===== config.mk =====
export PLATFORM = sky130hd
export DESIGN_NAME = control_buffer_filas_flat
export DESIGN_NICKNAME = d
export VERILOG_FILES = /design/src/rtl/filtros_pkg.sv /design/src/rtl/control_buffer_filas_if.sv /design/src/rtl/control_buffer_filas_contador_columna.sv /design/src/rtl/control_buffer_filas.sv /design/src/flat_wrapper.sv
export SDC_FILE = /design/constraint.sdc
export NUM_CORES = 1
export LEC_CHECK = 0
export BUFFER_PORTS_ARGS = -buffer_cell sky130_fd_sc_hd__buf_2
export CAP_MARGIN = 10
export CORE_ASPECT_RATIO = 1.1
export CORE_MARGIN = 2
export CORE_UTILIZATION = 54
export DETAILED_ROUTE_END_ITERATION = 8
export MAX_ROUTING_LAYER = met4
export PLACE_DENSITY = 0.81
export RECOVER_POWER = 25
export SYNTH_ARGS = -nofsm -noshare
export SYNTH_HDL_FRONTEND = slang
export SYNTH_SLANG_ARGS = --single-unit

===== constraint.sdc =====
create_clock -name clk -period 2.7 [get_ports clk]
set_clock_uncertainty 0.1 [all_clocks]
set_input_delay 0.81 -clock clk [delete_from_list [all_inputs] [get_ports clk]]
set_output_delay 0.81 -clock clk [all_outputs]
set_load 0.005 [all_outputs]

===== src/rtl/filtros_pkg.sv =====
// Shared definitions for the row-buffer filter path: controller state encoding
// and the helper that builds per-buffer enable masks.
package filtros_pkg;

  typedef enum logic [1:0] {
    IDLE   = 2'd0,
    FILL   = 2'd1,
    STREAM = 2'd2
  } estado_t;

  // Widest enable mask any controller instance may drive.
  localparam int MASK_W_MAX = 16;

  // Mask with the n lowest bits set (n saturates at MASK_W_MAX).
  function automatic logic [MASK_W_MAX-1:0] mascara_baja(input int n);
    logic [MASK_W_MAX-1:0] m;
    m = '0;
    for (int i = 0; i < MASK_W_MAX; i++) begin
      if (i < n) m[i] = 1'b1;
    end
    return m;
  endfunction

endpackage


===== src/rtl/control_buffer_filas_if.sv =====
// Handshake and buffer-control bundle between the pixel source, the row
// buffer units and the row-buffer controller.
interface control_buffer_filas_if #(
  parameter int NUM_BUFFERS = 3
);
  logic                   start;
  logic                   frame_end;
  logic                   pixel_valid;
  logic [NUM_BUFFERS-1:0] fifo_full;
  logic                   pixel_ready;
  logic                   write_req;
  logic                   read_req;
  logic [NUM_BUFFERS-1:0] write_en;
  logic [NUM_BUFFERS-1:0] read_en;
  logic                   window_valid;
  logic                   buffer_flush;
  logic                   overflow;

  // Source / buffer side: drives frame control and observes the controller.
  modport master (
    output start, frame_end, pixel_valid, fifo_full,
    input  pixel_ready, write_req, read_req, write_en, read_en,
           window_valid, buffer_flush, overflow
  );

  // Controller side.
  modport slave (
    input  start, frame_end, pixel_valid, fifo_full,
    output pixel_ready, write_req, read_req, write_en, read_en,
           window_valid, buffer_flush, overflow
  );
endinterface


===== src/rtl/control_buffer_filas_contador_columna.sv =====
// Wrap-around column counter: counts enabled cycles 0..MODULO-1 and flags the
// last column so the controller can advance its fill stage.
module contador_columna #(
  parameter int WIDTH  = 3,
  parameter int MODULO = 8
) (
  input  logic             clk,
  input  logic             reset,
  input  logic             clr,
  input  logic             en,
  output logic [WIDTH-1:0] count,
  output logic             tc
);

  localparam logic [WIDTH-1:0] LAST = WIDTH'(MODULO - 1);

  assign tc = (count == LAST);

  always_ff @(posedge clk or posedge reset) begin
    if (reset) begin
      count <= '0;
    end else if (clr) begin
      count <= '0;
    end else if (en) begin
      count <= tc ? '0 : count + 1'b1;
    end
  end

endmodule


===== src/rtl/control_buffer_filas.sv =====
// Row-buffer controller: fills a cascade of line buffers one row at a time,
// then streams with every buffer reading and writing to form pixel columns.
module control_buffer_filas
  import filtros_pkg::*;
#(
  parameter int DATA_WIDTH    = 8,
  parameter int BITS_FOR_DATA = 3,
  parameter int NUM_BUFFERS   = 3,
  parameter int ROW_LENGTH    = 8
) (
  input  logic                   clk,
  input  logic                   reset,
  control_buffer_filas_if.slave  bus
);

  localparam int SW = (NUM_BUFFERS > 1) ? $clog2(NUM_BUFFERS) : 1;
  localparam logic [SW-1:0] LAST_STAGE = SW'(NUM_BUFFERS - 1);

  if (DATA_WIDTH < 1 || NUM_BUFFERS < 1 || NUM_BUFFERS > MASK_W_MAX ||
      ROW_LENGTH < 2 || ROW_LENGTH > (1 << BITS_FOR_DATA)) begin : g_bad_params
    $error("control_buffer_filas: illegal parameter combination");
  end

  estado_t                  state, state_d;
  logic [SW-1:0]            stage, stage_d;
  logic [BITS_FOR_DATA-1:0] col;
  logic                     col_tc;
  logic                     unused_col;

  logic                     pixel_ready;
  logic                     accept;
  logic                     fe_hit;
  logic                     start_hit;
  logic                     row_done;
  logic                     fill_done;

  logic [NUM_BUFFERS-1:0]   write_en_q, write_en_d;
  logic [NUM_BUFFERS-1:0]   read_en_q, read_en_d;
  logic                     window_valid_q, window_valid_d;
  logic                     buffer_flush_q, buffer_flush_d;
  logic                     overflow_q, overflow_d;
  logic [MASK_W_MAX-1:0]    wmask, rmask;

  assign pixel_ready = (state != IDLE);
  assign fe_hit      = bus.frame_end && (state != IDLE);
  assign start_hit   = bus.start && (state == IDLE);
  // frame_end wins over a pixel offered in the same cycle.
  assign accept      = bus.pixel_valid && pixel_ready && !bus.frame_end;
  assign row_done    = accept && (state == FILL) && col_tc;
  assign fill_done   = row_done && (stage == LAST_STAGE);

  // Only the terminal count drives control; the raw index is kept for debug.
  assign unused_col  = ^col;

  contador_columna #(
    .WIDTH  (BITS_FOR_DATA),
    .MODULO (ROW_LENGTH)
  ) u_columna (
    .clk   (clk),
    .reset (reset),
    .clr   (fe_hit || start_hit),
    .en    (accept && (state == FILL)),
    .count (col),
    .tc    (col_tc)
  );

  // State and registered outputs
  always_ff @(posedge clk or posedge reset) begin
    if (reset) begin
      state          <= IDLE;
      stage          <= '0;
      write_en_q     <= '0;
      read_en_q      <= '0;
      window_valid_q <= 1'b0;
      buffer_flush_q <= 1'b1;
      overflow_q     <= 1'b0;
    end else begin
      state          <= state_d;
      stage          <= stage_d;
      write_en_q     <= write_en_d;
      read_en_q      <= read_en_d;
      window_valid_q <= window_valid_d;
      buffer_flush_q <= buffer_flush_d;
      overflow_q     <= overflow_d;
    end
  end

  // Next state and fill stage
  always_comb begin
    state_d = state;
    stage_d = stage;
    unique case (state)
      IDLE: begin
        if (start_hit) begin
          state_d = FILL;
          stage_d = '0;
        end
      end
      FILL: begin
        if (fe_hit) begin
          state_d = IDLE;
          stage_d = '0;
        end else if (fill_done) begin
          state_d = STREAM;
          stage_d = '0;
        end else if (row_done) begin
          stage_d = stage + 1'b1;
        end
      end
      STREAM: begin
        if (fe_hit) begin
          state_d = IDLE;
          stage_d = '0;
        end
      end
      default: begin
        state_d = IDLE;
        stage_d = '0;
      end
    endcase
  end

  // Next values of the registered outputs, derived from the upcoming state
  always_comb begin
    wmask      = mascara_baja(int'(stage_d) + 1);
    rmask      = mascara_baja(int'(stage_d));
    write_en_d = '0;
    read_en_d  = '0;
    unique case (state_d)
      FILL: begin
        write_en_d = wmask[NUM_BUFFERS-1:0];
        read_en_d  = rmask[NUM_BUFFERS-1:0];
      end
      STREAM: begin
        write_en_d = '1;
        read_en_d  = '1;
      end
      default: begin
        write_en_d = '0;
        read_en_d  = '0;
      end
    endcase
    // Buffer read data appears one cycle after the shared read request.
    window_valid_d = (state == STREAM) && accept;
    buffer_flush_d = fe_hit;
    overflow_d     = overflow_q ||
                     (accept && |(bus.fifo_full & write_en_q & ~read_en_q));
  end

  assign bus.pixel_ready  = pixel_ready;
  assign bus.write_req    = accept;
  assign bus.read_req     = accept;
  assign bus.write_en     = write_en_q;
  assign bus.read_en      = read_en_q;
  assign bus.window_valid = window_valid_q;
  assign bus.buffer_flush = buffer_flush_q;
  assign bus.overflow     = overflow_q;

endmodule

===== src/flat_wrapper.sv =====
// flat-port wrapper written by rule: the top's interface ports become plain ports
module control_buffer_filas_flat import filtros_pkg::*;
#(
  parameter int DATA_WIDTH    = 8,
  parameter int BITS_FOR_DATA = 3,
  parameter int NUM_BUFFERS   = 3,
  parameter int ROW_LENGTH    = 8
)
  (clk, reset, bus_start, bus_frame_end, bus_pixel_valid, bus_fifo_full, bus_pixel_ready, bus_write_req, bus_read_req, bus_write_en, bus_read_en, bus_window_valid, bus_buffer_flush, bus_overflow);
  control_buffer_filas_if #(.NUM_BUFFERS(NUM_BUFFERS)) bus_i ();
  input  logic clk;
  input  logic reset;
  input wire logic [$bits(bus_i.start)-1:0] bus_start;
  input wire logic [$bits(bus_i.frame_end)-1:0] bus_frame_end;
  input wire logic [$bits(bus_i.pixel_valid)-1:0] bus_pixel_valid;
  input wire logic [$bits(bus_i.fifo_full)-1:0] bus_fifo_full;
  output wire logic [$bits(bus_i.pixel_ready)-1:0] bus_pixel_ready;
  output wire logic [$bits(bus_i.write_req)-1:0] bus_write_req;
  output wire logic [$bits(bus_i.read_req)-1:0] bus_read_req;
  output wire logic [$bits(bus_i.write_en)-1:0] bus_write_en;
  output wire logic [$bits(bus_i.read_en)-1:0] bus_read_en;
  output wire logic [$bits(bus_i.window_valid)-1:0] bus_window_valid;
  output wire logic [$bits(bus_i.buffer_flush)-1:0] bus_buffer_flush;
  output wire logic [$bits(bus_i.overflow)-1:0] bus_overflow;
  assign bus_i.start = bus_start;
  assign bus_i.frame_end = bus_frame_end;
  assign bus_i.pixel_valid = bus_pixel_valid;
  assign bus_i.fifo_full = bus_fifo_full;
  assign bus_pixel_ready = bus_i.pixel_ready;
  assign bus_write_req = bus_i.write_req;
  assign bus_read_req = bus_i.read_req;
  assign bus_write_en = bus_i.write_en;
  assign bus_read_en = bus_i.read_en;
  assign bus_window_valid = bus_i.window_valid;
  assign bus_buffer_flush = bus_i.buffer_flush;
  assign bus_overflow = bus_i.overflow;
  control_buffer_filas #(.DATA_WIDTH(DATA_WIDTH), .BITS_FOR_DATA(BITS_FOR_DATA), .NUM_BUFFERS(NUM_BUFFERS), .ROW_LENGTH(ROW_LENGTH)) u_core (.clk(clk), .reset(reset), .bus(bus_i));
endmodule

== Word-level counts from Yosys, hierarchy flattened ==
Index checks and enable logic that the tools add are counted.
Cells by class
  add/sub/neg operators: 3
  $lt $le $gt $ge: 6
  equal/unequal tests: 6
  mux-type cells: 22
  bitwise operators: 3
  reduce and logical (&&, ||, !) cells: 16
Operators by type and width (number)
  $lt A1 B32 Y1 const A: 1
  $lt A2 B32 Y1 const A: 1
  $lt A3 B32 Y1 const A: 1
  $mux W2: 9
  $pmux W2 S3: 2
  $pmux W3 S2: 2
  $logic_and A1 B1 Y1: 9
  $mux W3: 3
  $and A3 B3 Y3: 2
  $eq A2 B2 Y1 const B: 3
  $mux W1: 6
  $eq A2 B1 Y1 const B: 2
  $lt A1 B2 Y1 const A: 2
  $reduce_bool A2 Y1: 2
  $add A2 B1 Y3 const B: 1
  $add A3 B1 Y3 const B: 1
  $eq A3 B3 Y1 const B: 1
  $not A3 Y3: 1
  $reduce_or A3 Y1: 1
  $add A2 B1 Y2 const B: 1
  $logic_not A2 Y1: 1
  $logic_or A1 B1 Y1: 2
  $lt A2 B2 Y1 const A: 1
  $logic_not A1 Y1: 1
Storage, ports and cells
  bits in registers: 16
  input bits: 8

== Depth between registers and ports, before layout ==
  word-level depth: 13
  mapped depth: 9

== Modules after synthesis ==
A second synthesis with hierarchy kept.
Second synthesis, totals
  cells, all modules: 86
  area, all modules: 857.1 um^2
Modules (own cells, without submodules)
  control_buffer_filas: instances 1, cells each 73, area an instance 701.9 um^2, seq. area each 326.6 um^2
  contador_columna: instances 1, cells each 13, area an instance 155.1 um^2, seq. area each 75.1 um^2

== Least setup slack after synthesis ==
Ideal clock, no wire load.
  path type: input-to-output
  from: input port bus_frame_end
  to: output port bus_write_req
  data arrival time: 1.243 ns
  required time: 1.790 ns
  slack: 0.547 ns
  stages: 3
  cell sequence: nand2b_1 nor2_1 buf_4
Between the ends
  longest elaborated chain between the ends: 2
RTL lines
  start, declared: RTL line flat_wrapper.sv:14  | input wire logic [$bits(bus_i.frame_end)-1:0] bus_frame_end;
  $logic_not A1 Y1: RTL line control_buffer_filas.sv:48  | assign accept = bus.pixel_valid && pixel_ready && !bus.frame_end;
  $logic_and A1 B1 Y1: RTL line control_buffer_filas.sv:48
  end, declared: RTL line flat_wrapper.sv:18  | output wire logic [$bits(bus_i.write_req)-1:0] bus_write_req;
No other way between the ends.

== Worst setup path after layout ==
  from: input port bus_frame_end
  to: output port bus_read_req
Between the ends
  longest elaborated chain between the ends: 2
RTL lines
  $logic_not A1 Y1: RTL line control_buffer_filas.sv:48
  $logic_and A1 B1 Y1: RTL line control_buffer_filas.sv:48
  end, declared: RTL line flat_wrapper.sv:19  | output wire logic [$bits(bus_i.read_req)-1:0] bus_read_req;
No other way between the ends.

==> metrics list <==
- Cell accounting for the most synthesized area: sky130_fd_sc_hd__dfrtp_1
- The smallest clock period supported by the final layout is computed as 2360 ps.
* Number of rows created at floorplan: 14
- Antenna violations before repair: 0
* DR pass1 iterations: 4
- Setup repair after global routing left no endpoint under its margin.
- The library cell used most frequently in the layout, excluding fill and tap cells, is sky130_fd_sc_hd__buf_2.
* Top library cells by usage in the layout, fill and taps aside: sky130_fd_sc_hd__buf_2, sky130_fd_sc_hd__dfrtp_1, sky130_fd_sc_hd__nor2_1, sky130_fd_sc_hd__inv_1
- Post-route clock period utilization: 0.874
* Area overhead of the layout relative to synthesis: 17.4%
* Start of the worst register-to-register path: u_core.u_columna.count[0]$_DFFE_PP0P_
* Maximum number of pins on one net before global-route repair: 17
* Placement-stage cell area: 930 um2
- Counting every instance in the synthesized netlist gives 76.
- Status: completed
- Area of the core: 1400 um2
- Counting the buffers created by CTS gives 3.
- Measured against its own limit, the worst slew margin works out to 0.598.
- Largest stage delay on the critical path: roughly 200 ps
* Cell area power density: approximately 520 nW/um2
* Die W: 41.2 um
- TritonCTS built the clock tree.
- The clock passes through at most 2 buffers.
- Max-slew violations: 0
- The number of cells on the worst reg-to-reg path is 9.
* Worst EP arrival: 1450 ps
- Via count of the first global-routing pass: 620
* # H-tree levels: 1
* Worst R2R Setup Slack: around 580 ps
- Setup crit end kind: output pin
* Clock sink count: 16
* Ratio of routed vias to standard cells: 5.66
* Synth Warn #: 0
- The count of nets left with antenna violations once routing finished came out at 0.
- In the final routed layout, each cell accounts on average for 14.8 um.
* Via count of the routed design: 645
* I/O pin count: 20
- At the end of the flow, the number of nets in the layout was ~110.
* Post-synthesis average cell area: between 10 and 15 um2
- Startpoint of the worst setup timing path: bus_frame_end
- Final setup fails: 0
* Effective utilization at floorplan: 0.587
- Summing every instance area after synthesis gives 822 um2.
* Sequential share of the synthesized area: 0.489
- Max-cap check violation count: 0
- Following the worst setup path forward leads to its endpoint at bus_read_req.
- 0 antenna diodes ended up in the layout.
- Setup Crit Path Kind: in2out
- Data required time of the worst path: 1790 ps
- Drt drc: 0
* CP cell instances: clkbuf_1 -> nand2b_1 -> nor2_1 -> buf_2
* Buffers on Ports: 19
- The number of different library cells used by synthesis comes to 28.
- Number of synthesized register bits: 16
* Crit-path slowest cell: sky130_fd_sc_hd__nand2b_1
- By area the synthesized netlist is led by sky130_fd_sc_hd__dfrtp_1, sky130_fd_sc_hd__ha_1, sky130_fd_sc_hd__nor2_1.
* Worst-margin pin slew: between 600 and 700 ps
* Fraction of post-synthesis cell area in the top cell type by area: 0.457
- The congestion estimate from routability-driven global placement came to 0.818.
- The root buffer cell chosen for the clock tree is sky130_fd_sc_hd__clkbuf_4.
* Final Hold Viols: 0
* Worst min-delay path category: reg2reg
- Derived from the worst setup path, the maximum achievable clock frequency is around 0.42 GHz.
- Clock latency at the later pin of the worst-skew pair: 300 ps
- Critical path startpoint category: primary input
* Number of filler cells placed in the layout: 110
- Of the cells placed in the final design, the portion with a size suffix greater than 1 is 0.276.
- Area of all placed cells without fillers: 965 um2
- Clock-pin slew was measured on the worst setup and hold paths at approximately 90 ps.
- The routed design has between 1500 and 2000 um of wire.
* Global-route wire length before repair: 2720 um
* Setup tns final: 0 ps
- Post-CTS setup-driven buffer insertion count: 0
* Grt ovf: 0
- Leak pwr: just over 0.0005 uW
- Destination of the worst register-to-register timing path: u_core.bus.read_en[0]$_DFF_PP0_
- Count of hold-fix buffers inserted at cts: 0
- Area enclosed by the die boundary: 1850 um2
* Worst IR drop on VDD: 0.306 mV
- In the global route stage, overall resource usage came out at 0.234.
- Crit-path max FO: 7
- Syn nets: 89
* Detail Placement HPWL: 1210 um
- Die H: 44.9 um
* Resize count post-CTS: 0
- Violation count after the first detailed-route iteration: 9
-- kinds of logic (layout without fill, tap and decap cells) --
kind of cell	Yosys count	count (layout)	share of synthesized area
and+or+nand+nor	30	30	0.227
DFF	16	16	0.489
AOI/OAI and AO/OA	14	14	0.122
buffers and inverters	7	29	0.0365
adders and majority gates	5	5	0.0761
muxes	4	4	0.0502
-- worst max-delay path, delay by kind of cell --
family | cells | cell delay (ps)
buf+inv | 2 | 300
simple gates | 2 | 350
-- Yosys cell counts (all sizes together) --
| master | n |
|---|---|
| o21a | 2 |
| and4bb | 1 |
| o2bb2ai | 1 |
| ha | 5 |
| inv | 6 |
| nor3b | 2 |
| mux2i | 3 |
| nor3 | 2 |
| nor2b | 2 |
| nand2 | 4 |
| a31o | 1 |
| or3 | 1 |
| nand2b | 5 |
| nand3 | 1 |
| nand4bb | 1 |
| a22oi | 1 |
| dfrtp | 15 |
| o22ai | 1 |
| and3 | 1 |
| o31a | 1 |
| a21o | 2 |
| a211oi | 2 |
| buf | 1 |
| mux2 | 1 |
| dfstp | 1 |
| and4b | 1 |
| o21ai | 3 |
| nor2 | 9 |
-- registers in the layout, indices dropped and copies added (netlist names) --
signal and count:
u_core.bus.read_en 3, u_core.bus.write_en 3, u_core.u_columna.count 3, u_core.stage 2
u_core.state 2, u_core.bus.buffer_flush 1, u_core.bus.overflow 1, u_core.bus.window_valid 1
-- layer usage --
metal / vias up / part of all wire / GRT usage
met4: 0 / 0.035 / 0.148
met3: 8 / 0.047 / 0.0493
met1: 303 / 0.41 / 0.278
met5: - / 0 / -
met2: 19 / 0.50 / 0.350
li1: 315 / - / -
-- worst min path at each step --
| stage | from | to | cells past startpoint |
|---|---|---|---|
| after floorplan | u_core.bus.overflow$_DFF_PP0_ | u_core.bus.overflow$_DFF_PP0_ | 1 |
| after global placement | u_core.bus.overflow$_DFF_PP0_ | u_core.bus.overflow$_DFF_PP0_ | 1 |
| after detailed placement | u_core.bus.overflow$_DFF_PP0_ | u_core.bus.overflow$_DFF_PP0_ | 1 |
| after CTS | u_core.bus.overflow$_DFF_PP0_ | u_core.bus.overflow$_DFF_PP0_ | 1 |
| after global routing | u_core.bus.overflow$_DFF_PP0_ | u_core.bus.overflow$_DFF_PP0_ | 1 |
| final | u_core.bus.overflow$_DFF_PP0_ | u_core.bus.overflow$_DFF_PP0_ | 1 |
-- per-stage QoR --
stage	setup slack [ps]	std cells	hold slack (ps)	total power, uW	util
2_1_floorplan	547	76	359	313	-
4_1_cts	375	114	374	506	0.689
6_report	339	114	370	505	0.688
5_1_grt	258	114	411	530	0.688
3_5_place_dp	374	110	347	343	0.663
3_3_place_gp	413	110	346	338	0.663
-- final cells by class --
class                      instances  area [um2]  area share
clock buffer                       4        36.3      0.0376
inverter                           6        22.5      0.0233
multi-input combinational         53         390       0.405
sequential                        16         402       0.416
tap                               16        20.0      0.0208
timing repair buffer              19        93.8      0.0973
-- report_power, final --
part	internal [uW]	leakage, uW	total [uW]	switching, uW
registers	254	0.000212	264	9.83
logic	33.1	0.000274	77.2	44.1
clock network	82.4	0.0000210	164	81.5
total	369	0.000507	505	135
Note: power is estimated with default switching activity, not from simulation.
